<file path="src/rtl/trace_pkg.sv">
// rtl/trace_pkg.sv - shared state encoding and entry field layout for the writeback trace buffer
package trace_pkg;

  typedef enum logic [1:0] {
    IDLE  = 2'd0,
    ARMED = 2'd1,
    POST  = 2'd2,
    DRAIN = 2'd3
  } state_t;

  localparam int DEF_DATA_W = 32;
  localparam int DEF_PC_W   = 12;
  localparam int DEF_REG_W  = 5;

  // Entry layout, MSB to LSB: {pc, reg, data}
  function automatic int entry_w(input int pc_w, input int reg_w, input int data_w);
    return pc_w + reg_w + data_w;
  endfunction

  function automatic int reg_lsb(input int data_w);
    return data_w;
  endfunction

  function automatic int pc_lsb(input int reg_w, input int data_w);
    return reg_w + data_w;
  endfunction

endpackage

</file>
<file path="src/rtl/pipeline_trace_buffer_if.sv">
// rtl/pipeline_trace_buffer_if.sv - regfile capture tap and readout stream bundle
interface pipeline_trace_buffer_if #(
  parameter int PC_W   = 12,
  parameter int REG_W  = 5,
  parameter int DATA_W = 32
);
  logic              cap_we;
  logic [PC_W-1:0]   cap_pc;
  logic [REG_W-1:0]  cap_reg;
  logic [DATA_W-1:0] cap_data;
  logic              rd_valid;
  logic              rd_ready;
  logic [PC_W-1:0]   rd_pc;
  logic [REG_W-1:0]  rd_reg;
  logic [DATA_W-1:0] rd_data;
  logic              rd_last;

  modport master (
    output cap_we, cap_pc, cap_reg, cap_data, rd_ready,
    input  rd_valid, rd_pc, rd_reg, rd_data, rd_last
  );

  modport slave (
    input  cap_we, cap_pc, cap_reg, cap_data, rd_ready,
    output rd_valid, rd_pc, rd_reg, rd_data, rd_last
  );
endinterface

</file>
<file path="src/rtl/trace_ram.sv">
// rtl/trace_ram.sv - flop-array ring storage, one write port and one asynchronous read port
module trace_ram #(
  parameter int DEPTH = 16,
  parameter int WIDTH = 49,
  localparam int AW   = $clog2(DEPTH)
) (
  input  logic             clk,
  input  logic             we,
  input  logic [AW-1:0]    waddr,
  input  logic [WIDTH-1:0] wdata,
  input  logic [AW-1:0]    raddr,
  output logic [WIDTH-1:0] rdata
);

  logic [WIDTH-1:0] mem [DEPTH];

  // Data storage carries no reset; validity is tracked by the fill counter upstream
  always_ff @(posedge clk) begin
    if (we) mem[waddr] <= wdata;
  end

  assign rdata = mem[raddr];

endmodule

</file>
<file path="src/rtl/pipeline_trace_buffer.sv">
// rtl/pipeline_trace_buffer.sv - PC-triggered regfile writeback trace capture with drain port
import trace_pkg::*;

module pipeline_trace_buffer #(
  parameter int DATA_W    = DEF_DATA_W,
  parameter int PC_W      = DEF_PC_W,
  parameter int REG_W     = DEF_REG_W,
  parameter int DEPTH     = 16,
  parameter int POST_TRIG = 8
) (
  input  logic            clk,
  input  logic            rst_n,
  input  logic            arm,
  input  logic            abort,
  input  logic            trig_en,
  input  logic [PC_W-1:0] trig_pc,
  pipeline_trace_buffer_if.slave bus,
  output logic            wrapped,
  output logic            busy,
  output logic            done
);

  localparam int PTR_W   = $clog2(DEPTH);
  localparam int FILL_W  = PTR_W + 1;
  localparam int ENTRY_W = entry_w(PC_W, REG_W, DATA_W);
  localparam int REG_LSB = reg_lsb(DATA_W);
  localparam int PC_LSB  = pc_lsb(REG_W, DATA_W);

  state_t             state_q, state_n;
  logic [PTR_W-1:0]   wr_ptr_q, wr_ptr_n;
  logic [PTR_W-1:0]   rd_ptr_q, rd_ptr_n;
  logic [FILL_W-1:0]  fill_q, fill_n;
  logic [PTR_W-1:0]   post_q, post_n;
  logic               wrapped_q, wrapped_n;
  logic               busy_q, done_q;
  logic               ram_we;
  logic               trig_hit;
  logic               rd_valid;
  logic [ENTRY_W-1:0] wdata, rdata;

  assign trig_hit = trig_en & bus.cap_we & (bus.cap_pc == trig_pc);
  assign wdata    = {bus.cap_pc, bus.cap_reg, bus.cap_data};

  always_comb begin
    state_n   = state_q;
    wr_ptr_n  = wr_ptr_q;
    rd_ptr_n  = rd_ptr_q;
    fill_n    = fill_q;
    post_n    = post_q;
    wrapped_n = wrapped_q;
    ram_we    = 1'b0;
    if (abort) begin
      state_n = IDLE;
      fill_n  = '0;
      post_n  = '0;
    end else if (arm) begin
      state_n   = ARMED;
      wr_ptr_n  = '0;
      fill_n    = '0;
      post_n    = '0;
      wrapped_n = 1'b0;
    end else begin
      case (state_q)
        ARMED, POST: begin
          if (bus.cap_we) begin
            ram_we   = 1'b1;
            wr_ptr_n = wr_ptr_q + 1'b1;
            if (fill_q == FILL_W'(DEPTH)) wrapped_n = 1'b1;
            else                          fill_n    = fill_q + 1'b1;
            if (state_q == ARMED) begin
              if (trig_hit) begin
                if (POST_TRIG == 0) state_n = DRAIN;
                else begin
                  state_n = POST;
                  post_n  = PTR_W'(POST_TRIG);
                end
              end
            end else begin
              post_n = post_q - 1'b1;
              if (post_q == PTR_W'(1)) state_n = DRAIN;
            end
            // Oldest surviving entry sits fill slots behind the write pointer
            rd_ptr_n = wr_ptr_n - fill_n[PTR_W-1:0];
          end
        end
        DRAIN: begin
          if (rd_valid && bus.rd_ready) begin
            rd_ptr_n = rd_ptr_q + 1'b1;
            fill_n   = fill_q - 1'b1;
            if (fill_q == FILL_W'(1)) state_n = IDLE;
          end
        end
        default: ;
      endcase
    end
  end

  always_ff @(posedge clk or negedge rst_n) begin
    if (!rst_n) begin
      state_q   <= IDLE;
      wr_ptr_q  <= '0;
      rd_ptr_q  <= '0;
      fill_q    <= '0;
      post_q    <= '0;
      wrapped_q <= 1'b0;
      busy_q    <= 1'b0;
      done_q    <= 1'b0;
    end else begin
      state_q   <= state_n;
      wr_ptr_q  <= wr_ptr_n;
      rd_ptr_q  <= rd_ptr_n;
      fill_q    <= fill_n;
      post_q    <= post_n;
      wrapped_q <= wrapped_n;
      busy_q    <= (state_n == ARMED) || (state_n == POST);
      done_q    <= (state_n == DRAIN);
    end
  end

  trace_ram #(
    .DEPTH (DEPTH),
    .WIDTH (ENTRY_W)
  ) u_ram (
    .clk   (clk),
    .we    (ram_we),
    .waddr (wr_ptr_q),
    .wdata (wdata),
    .raddr (rd_ptr_q),
    .rdata (rdata)
  );

  // Readout fields are forced to zero outside a valid beat so stale RAM never leaks out
  assign rd_valid     = (state_q == DRAIN) && (fill_q != '0);
  assign bus.rd_valid = rd_valid;
  assign bus.rd_last  = rd_valid && (fill_q == FILL_W'(1));
  assign bus.rd_pc    = rd_valid ? rdata[PC_LSB +: PC_W]    : '0;
  assign bus.rd_reg   = rd_valid ? rdata[REG_LSB +: REG_W]  : '0;
  assign bus.rd_data  = rd_valid ? rdata[0 +: DATA_W]       : '0;

  assign wrapped = wrapped_q;
  assign busy    = busy_q;
  assign done    = done_q;

endmodule

</file>
<file path="src/flat_wrapper.sv">
// flat-port wrapper written by rule: the top's interface ports become plain ports
module pipeline_trace_buffer_flat 
#(
  parameter int DATA_W    = DEF_DATA_W,
  parameter int PC_W      = DEF_PC_W,
  parameter int REG_W     = DEF_REG_W,
  parameter int DEPTH     = 16,
  parameter int POST_TRIG = 8
)
  (clk, rst_n, arm, abort, trig_en, trig_pc, wrapped, busy, done, bus_cap_we, bus_cap_pc, bus_cap_reg, bus_cap_data, bus_rd_ready, bus_rd_valid, bus_rd_pc, bus_rd_reg, bus_rd_data, bus_rd_last);
  pipeline_trace_buffer_if #(.PC_W(PC_W), .REG_W(REG_W), .DATA_W(DATA_W)) bus_i ();
  input  logic clk;
  input  logic rst_n;
  input  logic arm;
  input  logic abort;
  input  logic trig_en;
  input  logic [PC_W-1:0] trig_pc;
  output logic wrapped;
  output logic busy;
  output logic done;
  input wire logic [$bits(bus_i.cap_we)-1:0] bus_cap_we;
  input wire logic [$bits(bus_i.cap_pc)-1:0] bus_cap_pc;
  input wire logic [$bits(bus_i.cap_reg)-1:0] bus_cap_reg;
  input wire logic [$bits(bus_i.cap_data)-1:0] bus_cap_data;
  input wire logic [$bits(bus_i.rd_ready)-1:0] bus_rd_ready;
  output wire logic [$bits(bus_i.rd_valid)-1:0] bus_rd_valid;
  output wire logic [$bits(bus_i.rd_pc)-1:0] bus_rd_pc;
  output wire logic [$bits(bus_i.rd_reg)-1:0] bus_rd_reg;
  output wire logic [$bits(bus_i.rd_data)-1:0] bus_rd_data;
  output wire logic [$bits(bus_i.rd_last)-1:0] bus_rd_last;
  assign bus_i.cap_we = bus_cap_we;
  assign bus_i.cap_pc = bus_cap_pc;
  assign bus_i.cap_reg = bus_cap_reg;
  assign bus_i.cap_data = bus_cap_data;
  assign bus_i.rd_ready = bus_rd_ready;
  assign bus_rd_valid = bus_i.rd_valid;
  assign bus_rd_pc = bus_i.rd_pc;
  assign bus_rd_reg = bus_i.rd_reg;
  assign bus_rd_data = bus_i.rd_data;
  assign bus_rd_last = bus_i.rd_last;
  pipeline_trace_buffer #(.DATA_W(DATA_W), .PC_W(PC_W), .REG_W(REG_W), .DEPTH(DEPTH), .POST_TRIG(POST_TRIG)) u_core (.clk(clk), .rst_n(rst_n), .arm(arm), .abort(abort), .trig_en(trig_en), .trig_pc(trig_pc), .bus(bus_i), .wrapped(wrapped), .busy(busy), .done(done));
endmodule
</file>
<file path="config.mk">
export PLATFORM = sky130hd
export DESIGN_NAME = pipeline_trace_buffer_flat
export DESIGN_NICKNAME = d
export VERILOG_FILES = /design/src/rtl/trace_pkg.sv /design/src/rtl/pipeline_trace_buffer_if.sv /design/src/rtl/trace_ram.sv /design/src/rtl/pipeline_trace_buffer.sv /design/src/flat_wrapper.sv
export SDC_FILE = /design/constraint.sdc
export NUM_CORES = 1
export LEC_CHECK = 0
export BUFFER_PORTS_ARGS = -buffer_cell sky130_fd_sc_hd__buf_2
export CORE_UTILIZATION = 55
export CTS_CLUSTER_DIAMETER = 60
export CTS_CLUSTER_SIZE = 25
export DETAILED_ROUTE_END_ITERATION = 12
export GPL_ROUTABILITY_DRIVEN = 0
export HOLD_SLACK_MARGIN = 0.1
export PLACE_DENSITY = 0.75
export SLEW_MARGIN = 5
export SYNTH_ARGS = -nofsm -noshare
export SYNTH_HDL_FRONTEND = slang
export SYNTH_SLANG_ARGS = --single-unit
</file>
<file path="constraint.sdc">
create_clock -name clk -period 4.75 [get_ports clk]
set_clock_uncertainty 0.05 [all_clocks]
set_input_delay 0.95 -clock clk [delete_from_list [all_inputs] [get_ports clk]]
set_output_delay 0.95 -clock clk [all_outputs]
set_load 0.005 [all_outputs]
</file>
==> flow_summary.toml <==
[setup_path]
crit_path_end_kind = "output port"
rrSetupSlack_ps = 1520
cp-start-kind = "register"
crit_buf_inv = 2
cp_max_fo = 35
r2r_start = "u_core.state_q[0]$_DFF_PN0_"
crit_arrival_ps = 3430
critPathTopFamily = "multiplexers"
slowest_delay_ps = 940
worstPathRequired_ps = 3750
critPathKind = "reg -> out"
slowest_stage = "dfrtp_4"
crit_chain = "buf_4 > mux4_2 > mux4_2 > nor2b_1 > buf_2"
worst_path_most_repeated_cell = "mux4_2"
worstRegToRegCells = 7
r2r-end = "u_core.u_ram.mem[13][8]$_DFFE_PP_"

[global_route]
grt_usage = 0.234
grt-ovfl-total = 0
grt_pass1_vias = 14800
grt_pass1_wl_microns = 98600
grt_max_degree = 53
antenna_found_initial = 3

[routing]
postRouteWirelength_microns = 67200
final_antenna_net_count = 0
routedWlPerCell_microns = 29.3
drt_first_iter_violations = 1677
vias_per_cell = 6.39
drc = 0
vias = 14700
dr.pass1.iters = 5

[outcome]
run_status = "finished, final reports clean"

[timing]
worst_slack_ps = 315
grt_setup_unrepaired = "false"
setup_viol = 0
max_freq_mhz = 226
period_share = 0.934
maxSlewHeadroom = 0.362
final_hold_viol_count = 0
worstMarginPinSlew_ps = 944
drv_slew = 0
period_needed_ps = 4430
fin_tns_setup_ps = 0

[power_and_ir_drop]
vdd_drop_max_uv = 269
p_leak_nw = 10.9
p_int_w = 0.0118
powerDensity_nw_per_um2 = 447
swShare = 0.248
clkPwrFrac = 0.280
p_seq_frac = 0.510
p_sw_w = 0.00387
combPwrFrac = 0.209

[cts]
clk_latency_ps = 600
cts_buffers = 45
root_buffer = "clkbuf_16"
cts_resized = 0
cts.clk_slew.worst_paths_ps = 80
clock_sinks = 806
cts_tree = "done"
cts_buffer_depth = 3
postCtsSetupBuffers = 0
htreeDepth = 2
ctsHoldBuffers = 0

[run]
drv_cap = 0

[logic_synthesis]
synth_area_sq_um = 31600
yosysWarnings = 0
synthArstFlopShare = 0.0273
ys.flop_type = "edfxtp_1"
ys_types = 47
ys_ff_latch = 806
yosysSeqAreaShare = 0.763
syn_inst = 1372
synth_edf_count = 784
postSynthAreaPerCell_sq_um = 23.0
synthesis.nets = 1459

[cells_and_area]
fin_nets = 1596
drive_gt1_frac = 0.330
fill_cells = 3697
area_growth_pct = 10.9
stdcell_count = 2295

[floorplanning]
core_area_sq_um = 56500
ioPinCount = 122
num_rows = 87
die_height_microns = 242
start_util = 0.559
die-area_sq_um = 58300
die_w_microns = 242

[placement]
hpwl_microns = 34900
numPlacedInstances = 2218
portBuffers = 121
post-place-ws_ps = 885

[min_path]
hold_class = "in -> async"
per-layer routing:
metal	vias to the layer above	track usage	wire length (microns)
met5	-	0	31
met4	4	0.0616	1220
met3	81	0.0304	4880
met2	661	0.385	34100
met1	7903	0.336	27000
li1	6024	-	-
cell usage after synthesis (5+ instances only):
| cell type | number | area share |
|---|---|---|
| and2_1 | 6 | 0.0012 |
| nand2b_1 | 5 | 0.00099 |
| nand3_1 | 10 | 0.0016 |
| a21oi_1 | 18 | 0.0029 |
| mux4_2 | 245 | 0.17 |
| o21ai_0 | 10 | 0.0016 |
| ha_1 | 18 | 0.0071 |
| clkbuf_1 | 32 | 0.0038 |
| xnor2_1 | 20 | 0.0056 |
| buf_1 | 9 | 0.0011 |
| buf_2 | 29 | 0.0046 |
| nor2b_1 | 50 | 0.0099 |
| dfrtp_1 | 22 | 0.017 |
| nor3_1 | 13 | 0.0021 |
| a211oi_1 | 5 | 0.0012 |
| nand2_1 | 13 | 0.0015 |
| inv_1 | 21 | 0.0025 |
| nor2_1 | 19 | 0.0023 |
| edfxtp_1 | 784 | 0.75 |
worst max path at each step:
stage	cells after the start	to	startpoint
2_1_floorplan	6	u_core.u_ram.mem[4][0]$_DFFE_PP_	arm
3_3_place_gp	5	bus_rd_data[3]	u_core.rd_ptr_q[0]$_DFFE_PN0P_
3_5_place_dp	5	bus_rd_data[3]	u_core.rd_ptr_q[0]$_DFFE_PN0P_
4_1_cts	5	bus_rd_data[3]	u_core.rd_ptr_q[0]$_DFFE_PN0P_
5_1_grt	5	bus_rd_data[3]	u_core.rd_ptr_q[0]$_DFFE_PN0P_
6_report	5	bus_rd_data[3]	u_core.rd_ptr_q[0]$_DFFE_PN0P_
cell usage in the layout, fill, tap and decap left out, types with 5 or more instances in the layout:
cell / netlist / routed
inv_1: 21 / 21
nand2_1: 13 / 12
nand3_1: 10 / 10
nor2_1: 19 / 15
a21oi_1: 18 / 18
inv_8: 0 / 5
nor3_2: 0 / 8
nor2b_1: 50 / 50
a211oi_1: 5 / 5
xnor2_1: 20 / 20
o21ai_0: 10 / 10
nor3_1: 13 / 5
buf_4: 0 / 17
nand2b_1: 5 / 5
clkbuf_16: 0 / 47
dfrtp_1: 22 / 19
buf_12: 0 / 23
buf_2: 29 / 121
edfxtp_1: 784 / 784
ha_1: 18 / 18
mux4_2: 245 / 245
power groups by stage:
stage	Combinational (W)	Clock (W)	Sequential (W)
finish	0.00327	0.00439	0.00798
CTS	0.00333	0.00445	0.00799
detailed placement	0.00330	0	0.00815
global route	0.00348	0.00467	0.00799
floorplan	0.00261	0	0.00800
global placement	0.00325	0	0.00814
kinds of logic (layout without fill, tap and decap cells):
| kind of cell | Yosys count | in the layout | share of synthesized area |
|---|---|---|---|
| other | 0 | 1 | 0 |
| buffers and inverters | 93 | 259 | 0.0125 |
| and+or+nand+nor | 133 | 133 | 0.0237 |
| xor gates and xnor gates | 24 | 24 | 0.00666 |
| adders and majority gates | 19 | 19 | 0.00777 |
| AOI/OAI and AO/OA | 50 | 50 | 0.0104 |
| DFF | 806 | 806 | 0.763 |
| muxes | 247 | 247 | 0.176 |
metrics by stage:
stage,power [W],utilization,cell area [sq um],hold WS (ps)
floorplan,0.0106,-,31600,452
global placement,0.0114,0.593,33500,477
detailed placement,0.0114,0.593,33500,488
CTS,0.0158,0.620,35000,256
global route,0.0162,0.620,35000,279
finish,0.0156,0.620,35000,262
state kept, by name (all words and copies together), names as in the netlist:
register,count
u_core.wrapped,1
u_core.post_q,4
u_core.state_q,2
u_core.rd_ptr_q,4
u_core.wr_ptr_q,4
u_core.busy,1
u_core.u_ram.mem,784
u_core.done,1
u_core.fill_q,5
cell type report:
type                            count  area [sq um]  area share
Sequential cell                   806         24100       0.689
Multi-Input combinational cell    473          7150       0.204
Clock buffer                       52          1210      0.0347
Timing Repair Buffer              161          1190      0.0341
Tap cell                          756           946      0.0270
Clock inverter                     24           307     0.00876
Inverter                           22          85.1     0.00243
Antenna cell                        1          2.50   0.0000715
No activity file was read; power rests on OpenSTA's default activity.
